--- config.mk ---
export PLATFORM = sky130hd
export DESIGN_NAME = cpu_ctrl_fsm
export DESIGN_NICKNAME = d
export VERILOG_FILES = /design/src/rtl/cpu_ctrl_fsm.sv
export SDC_FILE = /design/constraint.sdc
export NUM_CORES = 1
export LEC_CHECK = 0
export BUFFER_PORTS_ARGS = -buffer_cell sky130_fd_sc_hd__buf_2
export CORE_MARGIN = 1.5
export CORE_UTILIZATION = 45
export DETAILED_ROUTE_END_ITERATION = 12
export GPL_ROUTABILITY_DRIVEN = 0
export PLACE_DENSITY = 0.76
export SLEW_MARGIN = 20
export SYNTH_ARGS = -nofsm -noshare
export SYNTH_HDL_FRONTEND = slang
export SYNTH_SLANG_ARGS = --single-unit
--- constraint.sdc ---
create_clock -name clk -period 1.7 [get_ports clk]
set_input_delay 0.34 -clock clk [delete_from_list [all_inputs] [get_ports clk]]
set_output_delay 0.34 -clock clk [all_outputs]
set_load 0.01 [all_outputs]
--- src/rtl/cpu_ctrl_fsm.sv ---
// cpu_ctrl_fsm: fetch/decode/execute sequencer for the accumulator CPU; define ILLEGAL_TRAP_EN to halt on opcodes 9-E
module cpu_ctrl_fsm #(
  parameter int MEM_TIMEOUT = 16
) (
  input  logic       clk,
  input  logic       reset,
  input  logic       run,
  input  logic [7:0] ir_in,
  input  logic       zero_flag,
  input  logic       carry_flag,
  input  logic       mem_ready,
  output logic       ir_load,
  output logic       pc_inc,
  output logic       pc_load,
  output logic       mar_load,
  output logic       mar_sel_pc,
  output logic       mem_rd,
  output logic       mem_wr,
  output logic       acc_load,
  output logic       flag_load,
  output logic [1:0] alu_op,
  output logic       busy,
  output logic       halted,
  output logic       bus_err
`ifdef ILLEGAL_TRAP_EN
  ,
  output logic       illegal_op
`endif
);
  typedef enum logic [2:0] {IDLE, FADDR, FRD, DEC, MEM, HALT} state_t;
  state_t state_q, state_d;
  logic [7:0] cnt_q, cnt_d;
  logic bus_err_q;
  logic [3:0] op;
  logic on, waiting, timeout, mem_op, rd_op, trap;
  logic unused_operand;
  assign op = ir_in[7:4];
  assign unused_operand = ^ir_in[3:0];
  assign on = !reset;
  assign waiting = state_q == FRD || state_q == MEM;
  assign timeout = waiting && !mem_ready && cnt_q == 8'(MEM_TIMEOUT - 1);
  assign mem_op = op >= 4'h1 && op <= 4'h4;
  assign rd_op = op == 4'h1 || op == 4'h3 || op == 4'h4;
`ifdef ILLEGAL_TRAP_EN
  logic illegal_q;
  assign trap = op >= 4'h9 && op <= 4'hE;
  always_ff @(posedge clk) illegal_q <= reset ? 1'b0 : illegal_q | (state_q == DEC && trap);
  assign illegal_op = on && illegal_q;
`else
  assign trap = 1'b0;
`endif
  always_comb begin
    state_d = state_q;
    case (state_q)
      IDLE:    state_d = run ? FADDR : IDLE;
      FADDR:   state_d = FRD;
      FRD:     state_d = mem_ready ? DEC : timeout ? HALT : FRD;
      DEC:     state_d = (op == 4'hF || trap) ? HALT : mem_op ? MEM : FADDR;
      MEM:     state_d = mem_ready ? FADDR : timeout ? HALT : MEM;
      HALT:    state_d = HALT;
      default: state_d = IDLE;
    endcase
    cnt_d = (waiting && state_d == state_q) ? cnt_q + 8'd1 : 8'd0;
  end
  always_ff @(posedge clk) begin
    if (reset) begin
      state_q   <= IDLE;
      cnt_q     <= '0;
      bus_err_q <= 1'b0;
    end else begin
      state_q   <= state_d;
      cnt_q     <= cnt_d;
      bus_err_q <= bus_err_q | timeout;
    end
  end
  assign ir_load    = on && state_q == FRD && mem_ready;
  assign pc_inc     = ir_load;
  assign pc_load    = on && state_q == DEC && (op == 4'h5 || (op == 4'h6 && zero_flag) || (op == 4'h7 && carry_flag));
  assign mar_sel_pc = on && state_q == FADDR;
  assign mar_load   = mar_sel_pc || (on && state_q == DEC && mem_op);
  assign mem_rd     = on && (state_q == FRD || (state_q == MEM && op != 4'h2));
  assign mem_wr     = on && state_q == MEM && op == 4'h2;
  assign acc_load   = on && ((state_q == DEC && op == 4'h8) || (state_q == MEM && mem_ready && rd_op));
  assign flag_load  = on && state_q == MEM && mem_ready && (op == 4'h3 || op == 4'h4);
  assign alu_op     = !acc_load ? 2'b00 : state_q == DEC ? 2'b11 : op == 4'h3 ? 2'b01 : op == 4'h4 ? 2'b10 : 2'b00;
  assign busy       = on && state_q != IDLE && state_q != HALT;
  assign halted     = on && state_q == HALT;
  assign bus_err    = on && bus_err_q;
endmodule

==> flow_summary.json <==
{
  "dpl-instance-area_sq_um": 1101,
  "final.min_clock_period_ps": 2000,
  "drtPass1Iterations": 5,
  "grt_max_degree": 10,
  "yosysTopAreaCell": "dfxtp_1",
  "yosysWarnings": 0,
  "cts.sinks": 12,
  "synthesis.area_sq_um": 868.3,
  "min_from": "reset",
  "overflow": 0,
  "grt_pass1_wl_mm": 3.967,
  "finalNetCount": 166,
  "drtIter0Drc": 22,
  "cp.required_ps": 1360,
  "path_class": "flop to primary output",
  "drive_gt1_share_pct": 47.65,
  "finalPower_mw": 0.6382,
  "start_util_pct": 49.22,
  "synth_fp_nets": 125,
  "drc": 0,
  "min_period_over_period_pct": 117.6,
  "min_to": "state_q[0]",
  "hp-class": "input pin to flop",
  "cts_max_level": 1,
  "max_freq_ghz": 0.5001,
  "ir_worst_vdd_mv": 0.5824,
  "hold_buffers": 0,
  "clock_latency_ps": 270,
  "die-area_sq_um": 2202,
  "reg2reg_depth": 6,
  "antenna_found_initial": 0,
  "syn_inst": 110,
  "syn2layout_area_growth_pct": 47.41,
  "start_kind": "flop",
  "cts_max_path_buffers": 2,
  "worstReg2RegEnd": "state_q[1]",
  "avgSynthCellArea_sq_um": 7.894,
  "outcome": "finished, violations left",
  "rows": 15,
  "skew_ps": 10.22,
  "finalMaxSlewViolations": 0,
  "cp_max_fo": 3,
  "violations": "negative setup slack",
  "synth.distinct_cells": 40,
  "setup_viol": 5,
  "hold_viol": 0,
  "cts_root_buffer": "clkbuf_4",
  "regToRegSetupSlack_ps": 50,
  "hold_depth": 3,
  "ios": 28,
  "ys_ff_latch": 12,
  "fin_cells": 174,
  "antennaDiodeCount": 0,
  "final_cell_area_sq_um": 1280,
  "num_vias": 951,
  "wirelength_mm": 2.588,
  "track_usage_pct": 25.49,
  "cts_buffers": 3,
  "r2r-start": "cnt_q[0]",
  "rsz0062_at_grt": "true",
  "numPortBuffers": 23,
  "post-place-cells": 166,
  "p_leak_nw": 0.5519,
  "via_per_inst": 5.466,
  "tns_ps": -903.2,
  "coreArea_sq_um": 1764,
  "ys_top_cells_by_area": "dfxtp_1 28%, nor2_1 6.5%, a21oi_1 4.6%",
  "hpwl_mm": 1.818,
  "dieWidth_microns": 46.93,
  "path_clk_slew_ps": 70,
  "tightest_slew_ps": 283.2,
  "worstPathArrival_ps": 1660,
  "maxCapViolCount": 0,
  "wire_per_inst_microns": 14.87,
  "synth_top_area_share_pct": 27.67,
  "die_y_microns": 46.93,
  "seq_area_frac_synth_pct": 27.67,
  "slew_headroom_pct": 81.04,
  "setup_ws_ps": -299.6,
  "endpoint_kind": "primary output",
  "grt_pass1_vias": 907,
  "cts_tree": "built",
  "final_antenna_net_count": 0,
  "power_density_nw_per_um2": 498.6
}
## cell usage after synthesis
cell type and instances:
a31oi_1 2, o21bai_1 3, or4_4 1, or3_1 1
buf_2 4, nor2_1 15, nand3_1 3, and2_1 1
nand2_1 5, and3b_1 2, clkbuf_1 3, and4bb_2 1
ha_1 1, a21o_1 1, and3_1 2, nor3_4 1
mux2i_1 1, a21oi_1 8, buf_4 1, nand4_1 2
nand2b_1 4, buf_6 1, nor4b_2 1, a21boi_0 2
o21ai_0 2, or3b_2 3, xor2_1 4, inv_1 3
a211oi_1 2, and4_1 1, and4b_1 1, nor3b_1 2
nor4bb_1 1, nor2b_1 5, a211o_1 1, o32ai_1 1
xnor2_1 3, dfxtp_1 12, nor3_1 2, or2_2 1
## power by group
group          internal (mW)  switching [mW]
registers              0.288         0.00735
logic                 0.0809          0.0904
clock network         0.0820          0.0897
total                  0.451           0.187
## state kept, by name, indices dropped and copies added (netlist names)
register	cells
bus_err_q	1
state_q	3
cnt_q	8
## critical path, stage by stage (launching register included)
cell      delay, ps
dfxtp_2         370
and4bb_2        260
and3b_1         180
a211o_1         280
a21boi_2        150
buf_2           140
## cell type report
cell class              count  area, sq um
well taps                  25        31.28
fillers                   167        484.2
inverters                   3        11.26
multi-input cells          86        666.9
clock buffers               3        22.52
flip-flops and latches     12        244.0
repair buffers             45        304.0
## kinds of logic (layout without fill, tap and decap cells)
kind of cell | after synthesis | after routing | share of synthesized area (%)
AO/OA/AOI/OAI | 22 | 22 | 16.14
XOR/XNOR | 7 | 7 | 7.061
adder cells (fa/ha/maj) | 1 | 1 | 1.441
buffers and inverters | 12 | 51 | 7.061
flip-flops | 12 | 12 | 27.67
multiplexers | 1 | 1 | 1.153
AND/OR/NAND/NOR | 55 | 55 | 39.48
## per-stage QoR
stage | util, % | hold slack (ps) | worst slack [ps]
detailed placement | 62.41 | 448.8 | -129.5
CTS | 67.31 | 455.6 | -294.7
finish | 72.55 | 469.9 | -299.6
global route | 72.55 | 492.9 | -340.2
floorplan | - | 411.1 | -40.76
global placement | 62.41 | 425.1 | -107.1
## routing by layer
metal / global-route usage, % / wire length (microns) / vias to the layer above
met3: 6.538 / 83 / 10
met4: 6.667 / 58 / 0
met5: 0 / 0 / -
met2: 49.59 / 1375 / 23
met1: 26.74 / 1071 / 455
li1: - / - / 463
## how the worst max path moves through the flow
| stage | start | endpoint | slack (ps) | cells past startpoint |
|---|---|---|---|---|
| 2_1_floorplan | reset | alu_op[0] | -40 | 5 |
| 3_3_place_gp | reset | alu_op[0] | -110 | 6 |
| 3_5_place_dp | reset | alu_op[0] | -130 | 6 |
| 4_1_cts | state_q[2] | alu_op[0] | -290 | 5 |
| 5_1_grt | state_q[1] | alu_op[0] | -340 | 5 |
| 6_report | state_q[2] | alu_op[0] | -300 | 5 |
## placed cells by master, fill, tap and decap left out, types with 2 or more instances in the layout
cell type,n
buf_2,21
buf_4,19
nor2_1,14
dfxtp_1,9
a21oi_1,7
nand2_1,5
buf_6,5
xor2_1,4
nor2b_1,3
o21bai_1,3
nand2b_1,3
inv_1,3
xnor2_1,3
clkbuf_4,3
dfxtp_2,3
nor2b_4,2
and3b_1,2
nand3_1,2
nor3_4,2
or3b_4,2
a31oi_1,2
nand4_1,2
## repair_timing
action	4_1_cts	5_1_grt
setup endpoints to repair	15	12
resized for setup	15	13
pin swaps	5	9
gates cloned	0	0
buffers inserted	2	4
Power figures use the tool's default switching activity.
